**src/rtl/fetch_stage_if.sv**
```systemverilog
// Instruction-memory read port between the fetch stage and a synchronous instruction RAM.
interface fetch_stage_if #(
  parameter int unsigned PC_W = 32
) ();
  logic [PC_W-1:0] imem_addr;
  logic            imem_en;
  logic [31:0]     imem_rdata;

  modport master (output imem_addr, output imem_en, input imem_rdata);
  modport slave  (input imem_addr, input imem_en, output imem_rdata);
endinterface

```
**src/rtl/fetch_stage.sv**
```systemverilog
// Instruction-fetch front end: owns the PC, drives the one-cycle-latency
// instruction memory and loads the IF/ID register, with stall and redirect.
module fetch_stage #(
  parameter int unsigned     PC_W     = 32,
  parameter logic [PC_W-1:0] RESET_PC = '0,
  parameter logic [31:0]     INST_NOP = 32'h0000_0000,
  localparam int unsigned    CNT_W    = 16
) (
  input  logic             clk,
  input  logic             rst,
  input  logic             stall,
  input  logic [1:0]       pc_sel,
  input  logic [PC_W-1:0]  rs_target,
  input  logic [PC_W-1:0]  mem_target,
  fetch_stage_if.master    imem,
  output logic [PC_W-1:0]  ifid_pc,
  output logic [31:0]      ifid_inst,
  output logic             ifid_valid,
  output logic             flush_out,
  output logic [CNT_W-1:0] fetch_count
);

  typedef enum logic [1:0] {SRst, SFill, SRun, SHold} stateT;

  stateT           state;
  logic [PC_W-1:0] fa;        // next address to issue
  logic [PC_W-1:0] fPc;       // address whose data is on imem_rdata this cycle
  logic            fValid;
  logic [PC_W-1:0] target;
  logic            redirect;
  logic            advance;

  // Next-PC decision; the reset state ignores pc_sel/stall so the first
  // cycle out of reset always fetches RESET_PC.
  always_comb begin
    redirect       = (state != SRst) && (pc_sel != 2'b00);
    advance        = (state == SRst) || !stall;
    target         = pc_sel[1] ? mem_target : rs_target;
    imem.imem_addr = fa;
    imem.imem_en   = !rst && (redirect || advance);
  end

  // PC, in-flight fetch, IF/ID, flush pulse, counter and state.
  always_ff @(posedge clk) begin
    if (rst) begin
      state       <= SRst;
      fa          <= RESET_PC;
      fPc         <= '0;
      fValid      <= 1'b0;
      ifid_pc     <= '0;
      ifid_inst   <= INST_NOP;
      ifid_valid  <= 1'b0;
      flush_out   <= 1'b0;
      fetch_count <= '0;
    end else if (redirect) begin
      // the sequential fetch in flight is on the wrong path: drop it
      state      <= SFill;
      fa         <= target;
      fValid     <= 1'b0;
      ifid_pc    <= '0;
      ifid_inst  <= INST_NOP;
      ifid_valid <= 1'b0;
      flush_out  <= 1'b1;
    end else if (advance) begin
      state     <= SRun;
      fa        <= fa + PC_W'(1);
      fPc       <= fa;
      fValid    <= 1'b1;
      flush_out <= 1'b0;
      ifid_pc   <= fPc;
      if (fValid) begin
        ifid_inst   <= imem.imem_rdata;
        ifid_valid  <= 1'b1;
        fetch_count <= fetch_count + CNT_W'(1);
      end else begin
        ifid_inst  <= INST_NOP;
        ifid_valid <= 1'b0;
      end
    end else begin
      // stall: memory output holds because imem_en is low
      state     <= SHold;
      flush_out <= 1'b0;
    end
  end

endmodule

```
**src/flat_wrapper.sv**
```systemverilog
// flat-port wrapper written by rule: the top's interface ports become plain ports
module fetch_stage_flat 
#(
  parameter int unsigned     PC_W     = 32,
  parameter logic [PC_W-1:0] RESET_PC = '0,
  parameter logic [31:0]     INST_NOP = 32'h0000_0000,
  localparam int unsigned    CNT_W    = 16
)
  (clk, rst, stall, pc_sel, rs_target, mem_target, ifid_pc, ifid_inst, ifid_valid, flush_out, fetch_count, imem_imem_addr, imem_imem_en, imem_imem_rdata);
  fetch_stage_if #(.PC_W(PC_W)) imem_i ();
  input  logic clk;
  input  logic rst;
  input  logic stall;
  input  logic [1:0] pc_sel;
  input  logic [PC_W-1:0] rs_target;
  input  logic [PC_W-1:0] mem_target;
  output logic [PC_W-1:0] ifid_pc;
  output logic [31:0] ifid_inst;
  output logic ifid_valid;
  output logic flush_out;
  output logic [CNT_W-1:0] fetch_count;
  output wire logic [$bits(imem_i.imem_addr)-1:0] imem_imem_addr;
  output wire logic [$bits(imem_i.imem_en)-1:0] imem_imem_en;
  input wire logic [$bits(imem_i.imem_rdata)-1:0] imem_imem_rdata;
  assign imem_imem_addr = imem_i.imem_addr;
  assign imem_imem_en = imem_i.imem_en;
  assign imem_i.imem_rdata = imem_imem_rdata;
  fetch_stage #(.PC_W(PC_W), .RESET_PC(RESET_PC), .INST_NOP(INST_NOP)) u_core (.clk(clk), .rst(rst), .stall(stall), .pc_sel(pc_sel), .rs_target(rs_target), .mem_target(mem_target), .imem(imem_i), .ifid_pc(ifid_pc), .ifid_inst(ifid_inst), .ifid_valid(ifid_valid), .flush_out(flush_out), .fetch_count(fetch_count));
endmodule
```
**config.mk**
```make
export PLATFORM = sky130hd
export DESIGN_NAME = fetch_stage_flat
export DESIGN_NICKNAME = d
export VERILOG_FILES = /design/src/rtl/fetch_stage_if.sv /design/src/rtl/fetch_stage.sv /design/src/flat_wrapper.sv
export SDC_FILE = /design/constraint.sdc
export NUM_CORES = 1
export LEC_CHECK = 0
export ABC_AREA = 1
export ABC_CLOCK_PERIOD_IN_PS = 2200
export BUFFER_PORTS_ARGS = -buffer_cell sky130_fd_sc_hd__buf_2
export CAP_MARGIN = 10
export CELL_PAD_IN_SITES_DETAIL_PLACEMENT = 1
export CELL_PAD_IN_SITES_GLOBAL_PLACEMENT = 1
export CORE_AREA = 2 2 139 141
export CTS_CLUSTER_DIAMETER = 30
export DETAILED_ROUTE_END_ITERATION = 8
export DIE_AREA = 0 0 141 143
export GPL_TIMING_DRIVEN = 0
export PLACE_DENSITY_LB_ADDON = 0.1
export RECOVER_POWER = 100
export SKIP_LAST_GASP = 1
export SLEW_MARGIN = 20
export SYNTH_ARGS = -nofsm -noshare
export SYNTH_HDL_FRONTEND = slang
export SYNTH_SLANG_ARGS = --single-unit
```
**constraint.sdc**
```tcl
create_clock -name clk -period 2.2 [get_ports clk]
set_input_delay 0.11 -clock clk [delete_from_list [all_inputs] [get_ports clk]]
set_output_delay 0.11 -clock clk [all_outputs]
set_load 0.02 [all_outputs]
```
==> results of run 1 <==
[layout make-up]
type / count / area [um2]
sequential: 149 / 2980
clock buffer: 20 / 437
fill: 2533 / 9540
antenna: 2 / 5.00
inverter: 52 / 195
multi-input combinational: 759 / 3450
timing repair buffer: 247 / 1260
clock inverter: 12 / 130
buffer: 60 / 283
tap: 234 / 293
[state kept, by name, indices dropped and copies added, names as in the netlist]
| register | flops |
|---|---|
| u_core.fValid | 1 |
| u_core.ifid_inst | 32 |
| u_core.fPc | 32 |
| u_core.state | 2 |
| u_core.ifid_valid | 1 |
| u_core.imem.imem_addr | 32 |
| u_core.fetch_count | 16 |
| u_core.flush_out | 1 |
| u_core.ifid_pc | 32 |
[report_power, final]
part / switching (mW) / internal (mW) / total (mW)
Clock: 1.21 / 1.67 / 2.88
Sequential: 0.213 / 2.92 / 3.13
Combinational: 0.937 / 0.439 / 1.38
[per-layer routing]
metal	vias up	global-route usage, %	routed length [um]
li1	3865	-	-
met1	3684	33.6	12200
met2	231	45.2	12700
met3	43	4.73	1280
met4	0	6.63	482
met5	-	0	0
[worst register-to-register path, cell delays in order (launching register included)]
cell and delay, ns:
dfxtp_1 0.42, ha_1 0.22, nand2_1 0.12, nor2_4 0.17, nand2_2 0.15, nor2_1 0.41, nand2_1 0.12, nand2_1 0.08
nand2_1 0.08, nand2_1 0.07, a21oi_1 0.07
[cell usage after synthesis, drive strengths merged]
cell	instances
ha	2
clkbuf	27
o21ai	74
a31oi	1
o31ai	2
a211oi	3
xor2	11
o211ai	2
o2bb2ai	1
buf	33
dfxtp	149
or2	3
o21a	1
nand4	7
nand3	55
nor2	138
nand2	291
nor3	9
o22ai	1
nand3b	6
inv	52
o311ai	1
xnor2	2
a21oi	149
[logic make-up after synthesis]
logic type	after synthesis	synth area share, %
AND/OR/NAND/NOR	509	30.4
AO/OA/AOI/OAI	235	17.6
flip-flops	149	42.9
buffers and inverters	112	7.12
XOR/XNOR	13	1.64
adder cells (fa/ha/maj)	2	0.360
[stage by stage]
step	cells	util (%)	area (um2)
5_1_grt	1534	48.6	9030
3_5_place_dp	1468	44.8	8320
2_1_floorplan	1020	-	6960
4_1_cts	1533	49.6	9220
3_3_place_gp	1468	44.8	8320
6_report	1535	48.6	9040
[what timing repair did]
item / 4_1_cts / 5_1_grt
endpoints found under the hold margin: 33 / 0
hold buffers: 33 / 0
setup buffers: 0 / 0
[worst max-delay path by stage]
| stage | startpoint | end | slack (ns) |
|---|---|---|---|
| floorplan | u_core.imem.imem_addr[1]$_SDFFE_PP0P_ | u_core.imem.imem_addr[14]$_SDFFE_PP0P_ | 0.60 |
| global route | u_core.state[0]$_SDFF_PP0_ | imem_imem_en | 0.02 |
| global placement | u_core.fetch_count[0]$_SDFFE_PP0P_ | u_core.fetch_count[14]$_SDFFE_PP0P_ | 0.45 |
| finish | u_core.state[0]$_SDFF_PP0_ | imem_imem_en | 0.16 |
| detailed placement | u_core.state[0]$_SDFF_PP0_ | u_core.imem.imem_addr[24]$_SDFFE_PP0P_ | 0.43 |
| CTS | u_core.state[0]$_SDFF_PP0_ | imem_imem_en | 0.16 |
==> flow_metrics.tcl, run 1 <==
set metrics [dict create \
    synth.area.top_cells "dfxtp_1 (43%), nand2_1 (15%), a21oi_1 (11%)" \
    viasPerCell 5.10 \
    hold_violations 0 \
    gp_congestion 0.898 \
    place_ws_ns 0.431 \
    yosysWarnings 0 \
    cts_resized 0 \
    holdPathStages 5 \
    clk_latency_ns 0.43 \
    grt_antenna_before_repair 1 \
    syn_avg_cell_area_um2 6.82 \
    routed_wl_um 26600 \
    seq_area_frac_synth_pct 42.9 \
    clock_sinks 149 \
    dieArea_mm2 0.0202 \
    clkSlewWorstSetupHoldPaths_ns 0.07 \
    post-route-period-util_pct 92.6 \
    clock_path_buffers 2 \
    crit_slowest_cell "dfxtp_1" \
    crit_fanout 10 \
    tritoncts "yes" \
    critPathKind "flop to output pin" \
    syn_nets 1123 \
    wl_per_cell_um 17.4 \
    layout_min_cycle_time_ns 2.04 \
    critPathCaptureType "output pin" \
    maxSlewViolCount 0 \
    worst-path-stages 9 \
    power.total_mw 7.39 \
    firstDrtPassIters 5 \
    io_buffers 214 \
    max_freq_mhz 491 \
    antenna_left 0 \
    p_leak_nw 3.50 \
    crit_required_ns 2.09 \
    max_stage_delay_ns 0.32 \
    rows 50 \
    final_common_cell "nand2_1" \
    cts_root_buffer "clkbuf_16" \
    min_to "u_core.imem.imem_addr[22]$_SDFFE_PP0P_" \
    grt_first_pass_wirelength_um 41000 \
    synth_top_area_share_pct 42.9 \
    worst_r2r_path_depth 10 \
    grt_max_degree 17 \
    die_y_um 143 \
    crit-reg2reg-capture "u_core.imem.imem_addr[26]$_SDFFE_PP0P_" \
    synth_top_area_cell "dfxtp_1" \
    holdWs_ns 0.0656 \
    final_net_count 1389 \
    area.growth.synth_to_final_pct 29.9 \
    grt_pass1_vias 7689 \
    slew_headroom_pct 48.4 \
    skew_ns 0.0103 \
    numCtsBuffers 17 \
    initialDrtViolationCount 446 \
    route.vias.total 7823 \
    crit_chain "inv_1 > nand2_2 > nand2_2 > inv_2 > nand2_1 > clkbuf_4 > nand2_1 > inv_1 > buf_2" \
    drive_above_1_share_pct 13.1 \
    drcViolationCount 0 \
    arrival_ns 1.93 \
    synth-seq-cells 149 \
    tightest_slew_ns 0.771 \
    yosysUniqueCellTypes 35 \
    final_cell_mix "nand2_1 (286), clkbuf_1 (155), a21oi_1 (149), dfxtp_1 (149), nor2_1 (130)" \
    rsz0062_at_grt "false" \
    setup_viol 0 \
    synthCells 1020 \
    worst-path-buf-inv 5 \
    maxCapViolations 0 \
    finalSetupTns_ns 0 \
    start_util_pct 37.4 \
    cp_top_family "buffers and inverters" \
    irDropWorstVdd_mv 0.584 \
    dpl.hpwl_um 19700 \
    synth_area_mm2 0.00696 \
    r2r_slack_ns 0.19 \
    powerDensity_mw_per_mm2 818 \
    die_w_um 141 \
    coreArea_mm2 0.0186 \
    track_usage_pct 26.0 \
    worst_slack_ns 0.164 \
    hp-class "input pin to flop" \
    pin_count 216 \
    status "finished clean" \
    worstHoldStart "rs_target[22]" \
    overflow 0 \
    rr_startpoint "u_core.imem.imem_addr[1]$_SDFFE_PP0P_" \
    htree_levels 4 \
    startpoint_type "flop" \
]
Note: power is estimated with default switching activity, not from simulation.
==> inputs of run 2 (changes only) <==
- RECOVER_POWER: 100 -> 25
==> flow_metrics.tcl, run 2 (synthesis gave the netlist of run 1 again) <==
set metrics [dict create \
    power_frac_seq_pct 42.3 \
    wl_per_cell_um 17.4 \
    holdBufCountCts 33 \
    max_freq_mhz 496 \
    p_leak_nw 3.73 \
    hold_violations 0 \
    min_to "u_core.imem.imem_addr[22]$_SDFFE_PP0P_" \
    seqCellArea_mm2 0.00298 \
    tritoncts "yes" \
    crit_required_ns 2.09 \
    tightest_slew_ns 0.635 \
    grt_max_degree 17 \
    grt_pass1_vias 7689 \
    rows 50 \
    cts_root_buffer "clkbuf_16" \
    pwr-share-clk_pct 38.7 \
    power.total_mw 7.42 \
    grt_first_pass_wirelength_um 41000 \
    final_common_cell "nand2_1" \
    setup_viol 0 \
    arrival_ns 1.91 \
    viasPerCell 5.07 \
    switchingPower_mw 2.36 \
    p_int_mw 5.06 \
    htree_levels 4 \
    clock_sinks 149 \
    maxCapViolations 0 \
    critPathCaptureType "output pin" \
    drcViolationCount 0 \
    skew_ns 0.0110 \
    overflow 0 \
    n_fill_cell 2517 \
    crit_fanout 10 \
    rsz0062_at_grt "false" \
    powerDensity_mw_per_mm2 811 \
    irDropWorstVdd_mv 0.584 \
    io_buffers 214 \
    startpoint_type "flop" \
    pin_count 216 \
    maxSlewViolCount 0 \
    grt_antenna_before_repair 1 \
    antenna_left 0 \
    pwr-share-comb_pct 19.0 \
    numCtsBuffers 17 \
    final_cell_mix "nand2_1 (286), buf_2 (171), a21oi_1 (149), dfxtp_1 (149), nor2_1 (127)" \
    multi_input_area_mm2 0.00348 \
    holdPathStages 5 \
    die_w_um 141 \
    area.growth.synth_to_final_pct 31.4 \
    gp_congestion 0.898 \
    clkSlewWorstSetupHoldPaths_ns 0.07 \
    dpl.hpwl_um 19700 \
    track_usage_pct 26.0 \
    cp-startpoint "u_core.state[0]$_SDFF_PP0_" \
    crit-reg2reg-capture "u_core.imem.imem_addr[14]$_SDFFE_PP0P_" \
    r2r_slack_ns 0.43 \
    clk_latency_ns 0.43 \
    p_sw_share_pct 31.8 \
    status "finished clean" \
    firstDrtPassIters 5 \
    post-route-period-util_pct 91.6 \
    clock_path_buffers 2 \
    coreArea_mm2 0.0186 \
    dieArea_mm2 0.0202 \
    fin_area_mm2 0.00914 \
    rr_startpoint "u_core.imem.imem_addr[1]$_SDFFE_PP0P_" \
    layout_min_cycle_time_ns 2.02 \
    drive_above_1_share_pct 18.2 \
    worst_r2r_path_depth 10 \
    final_net_count 1389 \
    cts_setup_buffers 0 \
    hp-class "input pin to flop" \
    initialDrtViolationCount 439 \
    die_y_um 143 \
    worstHoldStart "rs_target[22]" \
    route.vias.total 7776 \
    slew_headroom_pct 57.6 \
    dpl-instance-area_mm2 0.00832 \
    routed_wl_um 26700 \
    critPathKind "flop to output pin" \
    finalSetupTns_ns 0 \
    cts_resized 0 \
    start_util_pct 37.4 \
]
-- run 2: cell types whose count changed in the layout (fill, tap and decap cells not counted) --
cell      previous run  this run
buf_2              112       171
buf_4                4         6
clkbuf_1           155        95
clkbuf_4             1         0
inv_1               49        47
inv_2                3         5
nor2_1             130       127
nor2_4               5         8
o21ai_0             72        71
o21ai_2              0         1
-- run 2: area by class of cell --
class	instances	share of cell area [%]
multi-input combinational	759	38.1
sequential	149	32.6
timing repair buffer	247	14.4
clock buffer	20	4.78
buffer	60	3.29
tap	234	3.20
inverter	52	2.14
clock inverter	12	1.42
antenna	2	0.0548
-- run 2: routing by layer --
metal	up-vias	part of all wire (%)	track usage, %
met1	3673	46	33.6
li1	3861	-	-
met5	-	0	0
met4	0	1.2	6.63
met3	27	4.5	4.73
met2	215	48	45.2
-- run 2: per-stage QoR --
stage	hold WS (ns)	worst slack [ns]	utilization (%)	std cells
6_report	0.0651	0.185	49.2	1535
2_1_floorplan	0.268	0.597	-	1020
4_1_cts	0.0575	0.164	49.6	1533
3_5_place_dp	0.385	0.431	44.8	1468
3_3_place_gp	0.381	0.455	44.8	1468
5_1_grt	0.0934	0.0358	49.2	1534
-- run 2: power groups by stage --
stage                     logic [mW]  clock network, mW  registers, mW
after floorplan                0.697                  0           3.28
after global placement          1.35                  0           3.18
after detailed placement        1.37                  0           3.18
after CTS                       1.43               2.91           3.13
after global routing            1.56               3.04           3.16
final                           1.41               2.87           3.13
-- run 2: worst max path at each step --
stage | endpoint | slack, ns | cells past startpoint
6_report | imem_imem_en | 0.18 | 9
5_1_grt | imem_imem_en | 0.04 | 9
4_1_cts | imem_imem_en | 0.16 | 9
3_5_place_dp | u_core.imem.imem_addr[24]$_SDFFE_PP0P_ | 0.43 | 9
3_3_place_gp | u_core.fetch_count[14]$_SDFFE_PP0P_ | 0.45 | 8
2_1_floorplan | u_core.imem.imem_addr[14]$_SDFFE_PP0P_ | 0.60 | 10
-- run 2: worst max-delay path, stage by stage (launching register included) --
cell and delay (ns):
dfxtp_1 0.32, inv_1 0.05, nand2_2 0.10, nand2_2 0.11, inv_2 0.18, nand2_1 0.09
buf_4 0.19, nand2_1 0.18, inv_1 0.09, buf_2 0.17
